File: src/rtl/axi_sram_responder.sv
// AXI3 slave backed by a single-port synchronous SRAM; one transaction in flight,
// round-robin arbitration between read and write requests.
module axi_sram_responder #(
    parameter int unsigned ADDR_WIDTH = 16
) (
    input  logic                  clk,
    input  logic                  reset,
    input  logic [3:0]            arid,
    input  logic [31:0]           araddr,
    input  logic [3:0]            arlen,
    input  logic [2:0]            arsize,
    input  logic [1:0]            arburst,
    input  logic                  arvalid,
    output logic                  arready,
    output logic [3:0]            rid,
    output logic [31:0]           rdata,
    output logic [1:0]            rresp,
    output logic                  rlast,
    output logic                  rvalid,
    input  logic                  rready,
    input  logic [3:0]            awid,
    input  logic [31:0]           awaddr,
    input  logic [3:0]            awlen,
    input  logic [2:0]            awsize,
    input  logic [1:0]            awburst,
    input  logic                  awvalid,
    output logic                  awready,
    input  logic [31:0]           wdata,
    input  logic [3:0]            wstrb,
    input  logic                  wlast,
    input  logic [3:0]            wid,
    input  logic                  wvalid,
    output logic                  wready,
    output logic [3:0]            bid,
    output logic [1:0]            bresp,
    output logic                  bvalid,
    input  logic                  bready,
    output logic                  sram_en,
    output logic [3:0]            sram_wen,
    output logic [ADDR_WIDTH-1:0] sram_addr,
    output logic [31:0]           sram_wdata,
    input  logic [31:0]           sram_rdata
);

    typedef enum logic [2:0] {
        IDLE,
        RD_ADDR,
        RD_CAP,
        RD_RESP,
        WR_DATA,
        WR_RESP
    } state_t;

    typedef enum logic {
        GRANT_READ,
        GRANT_WRITE
    } grant_t;

    state_t      state;
    grant_t      last_grant;
    logic [31:0] cur_addr;
    logic [3:0]  cur_len;
    logic [2:0]  cur_size;
    logic [1:0]  cur_burst;
    logic [3:0]  beat;
    logic        read_grant;
    logic        write_grant;
    logic        wr_beat;
    logic [31:0] addr_next;
    logic        unused_inputs;

    function automatic logic [31:0] next_addr(
        input logic [31:0] addr,
        input logic [2:0]  size,
        input logic [3:0]  len,
        input logic [1:0]  burst
    );
        logic [31:0] incr;
        logic [31:0] mask;
        logic        wrap_ok;
        logic [31:0] result;
        incr    = 32'd1 << size;
        mask    = (({28'd0, len} + 32'd1) * incr) - 32'd1;
        wrap_ok = (len == 4'd1) || (len == 4'd3) || (len == 4'd7) || (len == 4'd15);
        case (burst)
            2'b00:   result = addr;
            2'b10:   result = wrap_ok ? ((addr & ~mask) | ((addr + incr) & mask)) : (addr + incr);
            default: result = addr + incr;
        endcase
        return result;
    endfunction

    // Grants are suppressed while reset is held so no handshake is lost to it.
    assign read_grant  = (state == IDLE) && !reset && arvalid &&
                         (!awvalid || (last_grant == GRANT_WRITE));
    assign write_grant = (state == IDLE) && !reset && awvalid && !read_grant;
    assign arready     = read_grant;
    assign awready     = write_grant;
    assign wr_beat     = (state == WR_DATA) && wvalid && !reset;
    assign addr_next   = next_addr(cur_addr, cur_size, cur_len, cur_burst);

    assign rresp      = '0;
    assign bresp      = '0;
    assign sram_addr  = cur_addr[ADDR_WIDTH+1:2];
    assign sram_wdata = wdata;

    assign unused_inputs = ^{wid, wlast, cur_addr[31:ADDR_WIDTH+2], cur_addr[1:0]};

    always_comb begin
        sram_en  = 1'b0;
        sram_wen = '0;
        if (!reset && (state == RD_ADDR)) begin
            sram_en = 1'b1;
        end else if (wr_beat) begin
            sram_en  = 1'b1;
            sram_wen = wstrb;
        end
    end

    always_ff @(posedge clk) begin
        if (reset) begin
            state      <= IDLE;
            last_grant <= GRANT_WRITE;
            cur_addr   <= '0;
            cur_len    <= '0;
            cur_size   <= '0;
            cur_burst  <= '0;
            beat       <= '0;
            rvalid     <= 1'b0;
            rlast      <= 1'b0;
            rdata      <= '0;
            rid        <= '0;
            wready     <= 1'b0;
            bvalid     <= 1'b0;
            bid        <= '0;
        end else begin
            case (state)
                IDLE: begin
                    if (read_grant) begin
                        last_grant <= GRANT_READ;
                        rid        <= arid;
                        cur_addr   <= araddr;
                        cur_len    <= arlen;
                        cur_size   <= arsize;
                        cur_burst  <= arburst;
                        beat       <= '0;
                        state      <= RD_ADDR;
                    end else if (write_grant) begin
                        last_grant <= GRANT_WRITE;
                        bid        <= awid;
                        cur_addr   <= awaddr;
                        cur_len    <= awlen;
                        cur_size   <= awsize;
                        cur_burst  <= awburst;
                        beat       <= '0;
                        wready     <= 1'b1;
                        state      <= WR_DATA;
                    end
                end
                RD_ADDR: state <= RD_CAP;
                RD_CAP: begin
                    rdata  <= sram_rdata;
                    rvalid <= 1'b1;
                    rlast  <= (beat == cur_len);
                    state  <= RD_RESP;
                end
                RD_RESP: begin
                    if (rready) begin
                        rvalid <= 1'b0;
                        rlast  <= 1'b0;
                        if (rlast) begin
                            state <= IDLE;
                        end else begin
                            cur_addr <= addr_next;
                            beat     <= beat + 4'd1;
                            state    <= RD_ADDR;
                        end
                    end
                end
                WR_DATA: begin
                    if (wvalid) begin
                        cur_addr <= addr_next;
                        beat     <= beat + 4'd1;
                        if (beat == cur_len) begin
                            wready <= 1'b0;
                            bvalid <= 1'b1;
                            state  <= WR_RESP;
                        end
                    end
                end
                WR_RESP: begin
                    if (bready) begin
                        bvalid <= 1'b0;
                        state  <= IDLE;
                    end
                end
                default: state <= IDLE;
            endcase
        end
    end

endmodule

File: config.mk
export PLATFORM = sky130hd
export DESIGN_NAME = axi_sram_responder
export DESIGN_NICKNAME = d
export VERILOG_FILES = /design/src/rtl/axi_sram_responder.sv
export SDC_FILE = /design/constraint.sdc
export NUM_CORES = 1
export LEC_CHECK = 0
export BUFFER_PORTS_ARGS = -buffer_cell sky130_fd_sc_hd__buf_2
export CAP_MARGIN = 20
export CELL_PAD_IN_SITES_DETAIL_PLACEMENT = 0
export CELL_PAD_IN_SITES_GLOBAL_PLACEMENT = 1
export CORE_ASPECT_RATIO = 1.4
export CORE_MARGIN = 8
export CORE_UTILIZATION = 34
export DETAILED_ROUTE_END_ITERATION = 6
export PLACE_DENSITY_LB_ADDON = 0.1
export SLEW_MARGIN = 20
export SYNTH_ARGS = -nofsm -noshare
export SYNTH_HDL_FRONTEND = slang
export SYNTH_SLANG_ARGS = --single-unit
File: constraint.sdc
create_clock -name clk -period 6.05 [get_ports clk]
set_input_delay 1.21 -clock clk [delete_from_list [all_inputs] [get_ports clk]]
set_output_delay 1.21 -clock clk [all_outputs]
set_load 0.02 [all_outputs]
==> out/qor.yml, run 1 <==
logic_synthesis:
  synth_top_area_frac: 0.2526
  synthCells: 830
  syn-cell-area_sq_mm: 0.006261
  async_flop_share: 0
  synth_flop_cell: "dfxtp_1"
  synth_area_leaders: "dfxtp_1 (25%), nand2_1 (9.4%), ha_1 (8.2%)"
  ys_seq_area_frac: 0.2526
  synth-edff-count: 0
  yosysUniqueCellTypes: 72
  ys_ff_latch: 79
  synth_top_area_cell: "dfxtp_1"
  yosysWarnings: 0
  avgSynthCellArea_sq_um: 7.543
critical_path:
  critPathKind: "reg2reg"
  cp_max_fo: 8
  critical_path_required_ns: 6.29
  cpPeakStageDelay_ns: 0.62
  critPathBufInv: 2
  cp.arrival_ns: 5.59
  end_kind: "flop"
  cp_top_family: "adder cells"
  start_kind: "flop"
  cp_common_cell: "fa_1"
  path_cells: "ha_1 > xnor2_1 > nor2_1 > fa_1 > fa_1 > inv_1 > fa_1 > inv_1 > ha_1 > a21o_1 > a31oi_2 > a21oi_2 > a311oi_2 > o21ba_2 > nand2_1 > or4_1 > o311ai_1"
  critPathSlowestCell: "xnor2_1"
route:
  viasPerCell: 5.031
  avgRoutedWirePerCell_um: 16.95
  via_count: 5916
  finalWirelength_um: 19930
  drtIter0Drc: 207
  drcViolationCount: 0
  drtPass1Iterations: 4
  ant_nets: 0
clock_network:
  cts_tree: "built"
  clockBufferDepth: 2
  post_cts_buffers: 0
  cts_inserted_buffers: 9
  hold_buffers: 0
  clk_pin_slew_worst_paths_ns: 0.07
  insertion_delay_ns: 0.35
  cts_sinks: 79
  cts_max_level: 3
  cts_resized: 0
  cts_root_buf: "clkbuf_16"
job:
  drv_cap: 0
sta:
  rsz0062_at_grt: "no"
  hold_viol_final: 0
  fmax_mhz: 187.2
  finalWorstSetupSlack_ns: 0.7079
  setup_viol_count_final: 0
  hold_ws_ns: 0.4545
  slew_headroom: 0.3766
  fin_crit_ns: 5.342
  fin_crit_sh: 0.8830
  tightest_slew_ns: 0.9351
  drv_slew: 0
  setup_tns_ns: 0
  finalClockSkew_ns: 0.01059
floorplan:
  die_x_um: 130.7
  core_sq_mm: 0.01800
  initial_utilization: 0.3479
  num_rows: 58
  dieArea_sq_mm: 0.02308
  die_h_um: 176.6
  io_pins: 273
grt:
  antenna_found_initial: 7
  grt_pass1_vias: 6300
  grt_usage: 0.1767
  grt_max_degree: 83
  grt_pass1_wl_um: 32090
  gr-total-overflow: 0
pwr:
  power_mw: 3.190
  p_leak_nw: 3.380
  power.density_mw_per_mm2: 439.4
  seq_power_share: 0.241
  power_frac_comb: 0.574
  swShare: 0.4718
  p_switching_mw: 1.505
  clock_power_share: 0.185
  vdd_drop_max_v: 0.0001430
  p_int_mw: 1.685
cells_and_area:
  fin_cells: 1176
  final_nets: 1162
  drive_gt1_frac: 0.2366
  areaGrowthSynthToFinish_pct: 15.95
  final_area_sq_mm: 0.007259
  fin_util: 0.4034
place:
  placed_cells: 1158
  placed_area_sq_mm: 0.006940
  place.gp.congestion: 0.8326
  hpwl_um: 15350
  port_buffers: 171
  dpl_worst_slack_ns: 0.7493
run_status:
  outcome: "finished, final reports clean"
hold_path:
  holdCritPathClass: "reg2reg"
-- metal layers --
| metal | vias to the layer above | track usage | routed length (um) |
|---|---|---|---|
| met4 | 8 | 0.04609 | 238 |
| met2 | 155 | 0.3138 | 10030 |
| met1 | 2794 | 0.1871 | 8009 |
| met5 | - | 0 | 41 |
| li1 | 2938 | - | - |
| met3 | 21 | 0.07307 | 1612 |
-- worst reg2reg max path, stage by stage (launching register included) --
cell      delay [ns]
dfxtp_1         0.36
ha_1            0.25
xnor2_1         0.62
nor2_1          0.14
fa_1            0.52
fa_1            0.50
inv_1           0.06
fa_1            0.53
inv_1           0.04
ha_1            0.36
a21o_1          0.24
a31oi_2         0.21
a21oi_2         0.12
a311oi_2        0.40
o21ba_2         0.25
nand2_1         0.05
or4_1           0.48
o311ai_1        0.11
-- path summary, 6_finish.rpt --
path / from / endpoint / slack (ns) / depth (start not counted)
hold reg to reg: rdata[12] / rdata[12] / 0.45 / 2
setup / recovery: cur_len[0] / flop / 0.71 / 17
setup reg to reg: cur_len[0] / flop / 0.71 / 17
hold / removal: rdata[12] / rdata[12] / 0.45 / 2
-- synthesized netlist by cell type, types with 8 or more instances --
cell type / count
ha_1: 41
fa_1: 22
a21oi_1: 74
inv_1: 71
o21ai_0: 21
a311oi_1: 11
a211oi_1: 9
nor3_1: 15
nand2_1: 156
dfxtp_1: 79
nand2b_1: 10
nor2_1: 63
buf_4: 52
buf_2: 8
nand3_1: 12
mux2i_1: 11
xor2_1: 14
o21a_1: 8
clkbuf_1: 36
xnor2_1: 12
-- cell type report --
cell class | instances | area (sq um)
fill | 1985 | 10740
multi-input combinational | 586 | 3857
sequential | 79 | 1582
timing repair buffer | 181 | 930.9
tap | 240 | 300.3
inverter | 72 | 270.3
clock buffer | 10 | 239.0
clock inverter | 6 | 75.07
antenna | 2 | 5.005
-- kinds of logic after synthesis --
family / share of synthesized area
AO/OA/AOI/OAI: 0.1885
XOR/XNOR: 0.03637
adder cells (fa/ha/maj): 0.1523
buffers and inverters: 0.1335
flip-flops: 0.2526
multiplexers: 0.01939
other: 0.0005989
AND/OR/NAND/NOR: 0.2168
-- power by group through the flow --
stage          registers (mW)  clock network, mW  logic, mW
3_5_place_dp            0.779                  0       1.84
2_1_floorplan           0.765                  0       1.42
6_report                0.769              0.589       1.83
5_1_grt                 0.793              0.630       2.06
3_3_place_gp            0.774                  0       1.82
4_1_cts                 0.768              0.606       1.85
-- layout by cell type (no fill, tap or decap), types with 10 or more instances in the layout --
cell type | synthesis | layout
ha_1 | 41 | 41
nand2b_1 | 10 | 10
a21oi_1 | 74 | 74
dfxtp_1 | 79 | 79
mux2i_1 | 11 | 11
nor3_1 | 15 | 15
nor2_1 | 63 | 62
buf_2 | 8 | 171
nand3_1 | 12 | 12
xor2_1 | 14 | 14
o21ai_0 | 21 | 21
inv_1 | 71 | 71
a311oi_1 | 11 | 11
nand2_1 | 156 | 156
xnor2_1 | 12 | 12
fa_1 | 22 | 22
buf_4 | 52 | 10
(Power assumes the default switching activity.)
==> run 2, diff against run 1 <==
==> constraint.sdc (replaced) <==
create_clock -name clk -period 5.56 [get_ports clk]
set_input_delay 1.112 -clock clk [delete_from_list [all_inputs] [get_ports clk]]
set_output_delay 1.112 -clock clk [all_outputs]
set_load 0.02 [all_outputs]
==> run 2 against run 1 <==
  * Sequential share of layout area about the same
  * Count of clock-buffer cells in the layout unchanged
  * First-iteration DRC count increased by 15%
  * Sequential power increased by 8.5%
  * Final area about the same
  * Global-route usage increased by 0.052 points
  * Critical path type unchanged
==> out/qor.yml, run 2 (synthesis results as in run 1) <==
grt:
  grt_usage: 0.1773
  met3_usage: 0.07126
  grt_max_degree: 83
  grt_pass1_vias: 6198
  top_usage_layer: "met2"
  use_met1: 0.1903
  grtUsageMet2: 0.3117
  gr-total-overflow: 0
  grt_pass1_wl_um: 32010
  antenna_found_initial: 6
clock_network:
  insertion_delay_ns: 0.35
  clk_pin_slew_worst_paths_ns: 0.07
  cts_resized: 0
  clockBufferDepth: 2
  hold_buffers: 0
  cts_max_level: 3
  post_cts_buffers: 0
  cts_tree: "built"
  cts_inserted_buffers: 9
  cts_root_buf: "clkbuf_16"
  cts_sinks: 79
job:
  drv_cap: 0
sta:
  drv_slew: 0
  hold_viol_final: 0
  finalClockSkew_ns: 0.009521
  fin_crit_ns: 5.103
  setup_viol_count_final: 0
  fmax_mhz: 196.0
  setup_tns_ns: 0
  slew_headroom: 0.3836
  hold_ws_ns: 0.4532
  fin_crit_sh: 0.9178
  rsz0062_at_grt: "no"
  tightest_slew_ns: 0.9247
route:
  finalWirelength_um: 19870
  drtPass1Iterations: 4
  ant_nets: 0
  viasPerCell: 4.998
  via_count: 5888
  avgRoutedWirePerCell_um: 16.86
  drtIter0Drc: 238
  drcViolationCount: 0
cells_and_area:
  final_area_sq_mm: 0.007256
  areaGrowthSynthToFinish_pct: 15.89
  final_cell_mix: "buf_2 (171), nand2_1 (156), dfxtp_1 (79)"
  fin_util: 0.4032
  layout_commonest_cell: "buf_2"
  drive_gt1_frac: 0.2391
  final_nets: 1165
hold_path:
  holdCritPathClass: "reg2reg"
pwr:
  power.density_mw_per_mm2: 473.7
  vdd_drop_max_v: 0.0001954
  p_leak_nw: 3.382
place:
  hpwl_um: 15360
  placed_area_sq_mm: 0.006963
  place.gp.congestion: 0.8408
  port_buffers: 171
critical_path:
  cp_max_fo: 6
  critical_path_required_ns: 5.81
  end_kind: "flop"
  critPathKind: "reg2reg"
  start_kind: "flop"
  cp.arrival_ns: 5.35
floorplan:
  num_rows: 58
  io_pins: 273
  die_h_um: 176.6
  initial_utilization: 0.3479
  dieArea_sq_mm: 0.02308
  die_x_um: 130.7
  core_sq_mm: 0.01800
run_status:
  outcome: "finished, final reports clean"
-- run 2: through the flow --
step | total power [mW] | cells | setup slack, ns
2_1_floorplan | 2.378 | 833 | 0.8290
4_1_cts | 3.476 | 1177 | 0.4734
5_1_grt | 3.750 | 1178 | 0.1171
3_3_place_gp | 2.838 | 1161 | 0.5504
3_5_place_dp | 2.867 | 1161 | 0.5017
6_report | 3.437 | 1178 | 0.4570
-- run 2: layer usage --
metal / part of all wire / wire, um / vias to the layer above
li1: - / - / 2940
met1: 0.39 / 7805 / 2759
met4: 0.014 / 286 / 10
met5: 0.0027 / 54 / -
met3: 0.081 / 1607 / 25
met2: 0.51 / 10110 / 154
-- run 2: path summary, 6_finish.rpt --
check,slack (ns),from,cells past startpoint,end
setup / recovery,0.46,cur_len[1],17,flop
hold / removal,0.45,rdata[25],2,rdata[25]
setup reg to reg,0.46,cur_len[1],17,flop
hold reg to reg,0.45,rdata[25],2,rdata[25]
-- run 2: critical path: stages (launching register included) --
cell,delay [ns]
dfxtp_1,0.36
ha_1,0.23
xnor2_1,0.45
nor2_1,0.13
fa_1,0.52
fa_1,0.50
inv_1,0.06
fa_1,0.53
inv_1,0.04
ha_1,0.36
a21o_1,0.23
a31oi_2,0.21
a21oi_2,0.11
a311oi_2,0.40
o21ba_2,0.25
nand2_1,0.05
or4_1,0.46
o311ai_1,0.10
-- run 2: cell type report --
class / count / area [sq um]
multi-input combinational: 586 / 3857
clock buffer: 10 / 239.0
inverter: 72 / 270.3
timing repair buffer: 184 / 953.4
fill: 2008 / 10740
clock inverter: 6 / 51.30
antenna: 1 / 2.502
tap: 240 / 300.3
sequential: 79 / 1582
-- run 2: where the power goes --
| group | switching [mW] | internal, mW | total [mW] | leakage [nW] |
|---|---|---|---|---|
| clock | 0.268 | 0.321 | 0.589 | 0.140 |
| sequential | 0.146 | 0.688 | 0.834 | 0.644 |
| combinational | 1.22 | 0.790 | 2.01 | 2.60 |
| total | 1.64 | 1.80 | 3.44 | 3.38 |
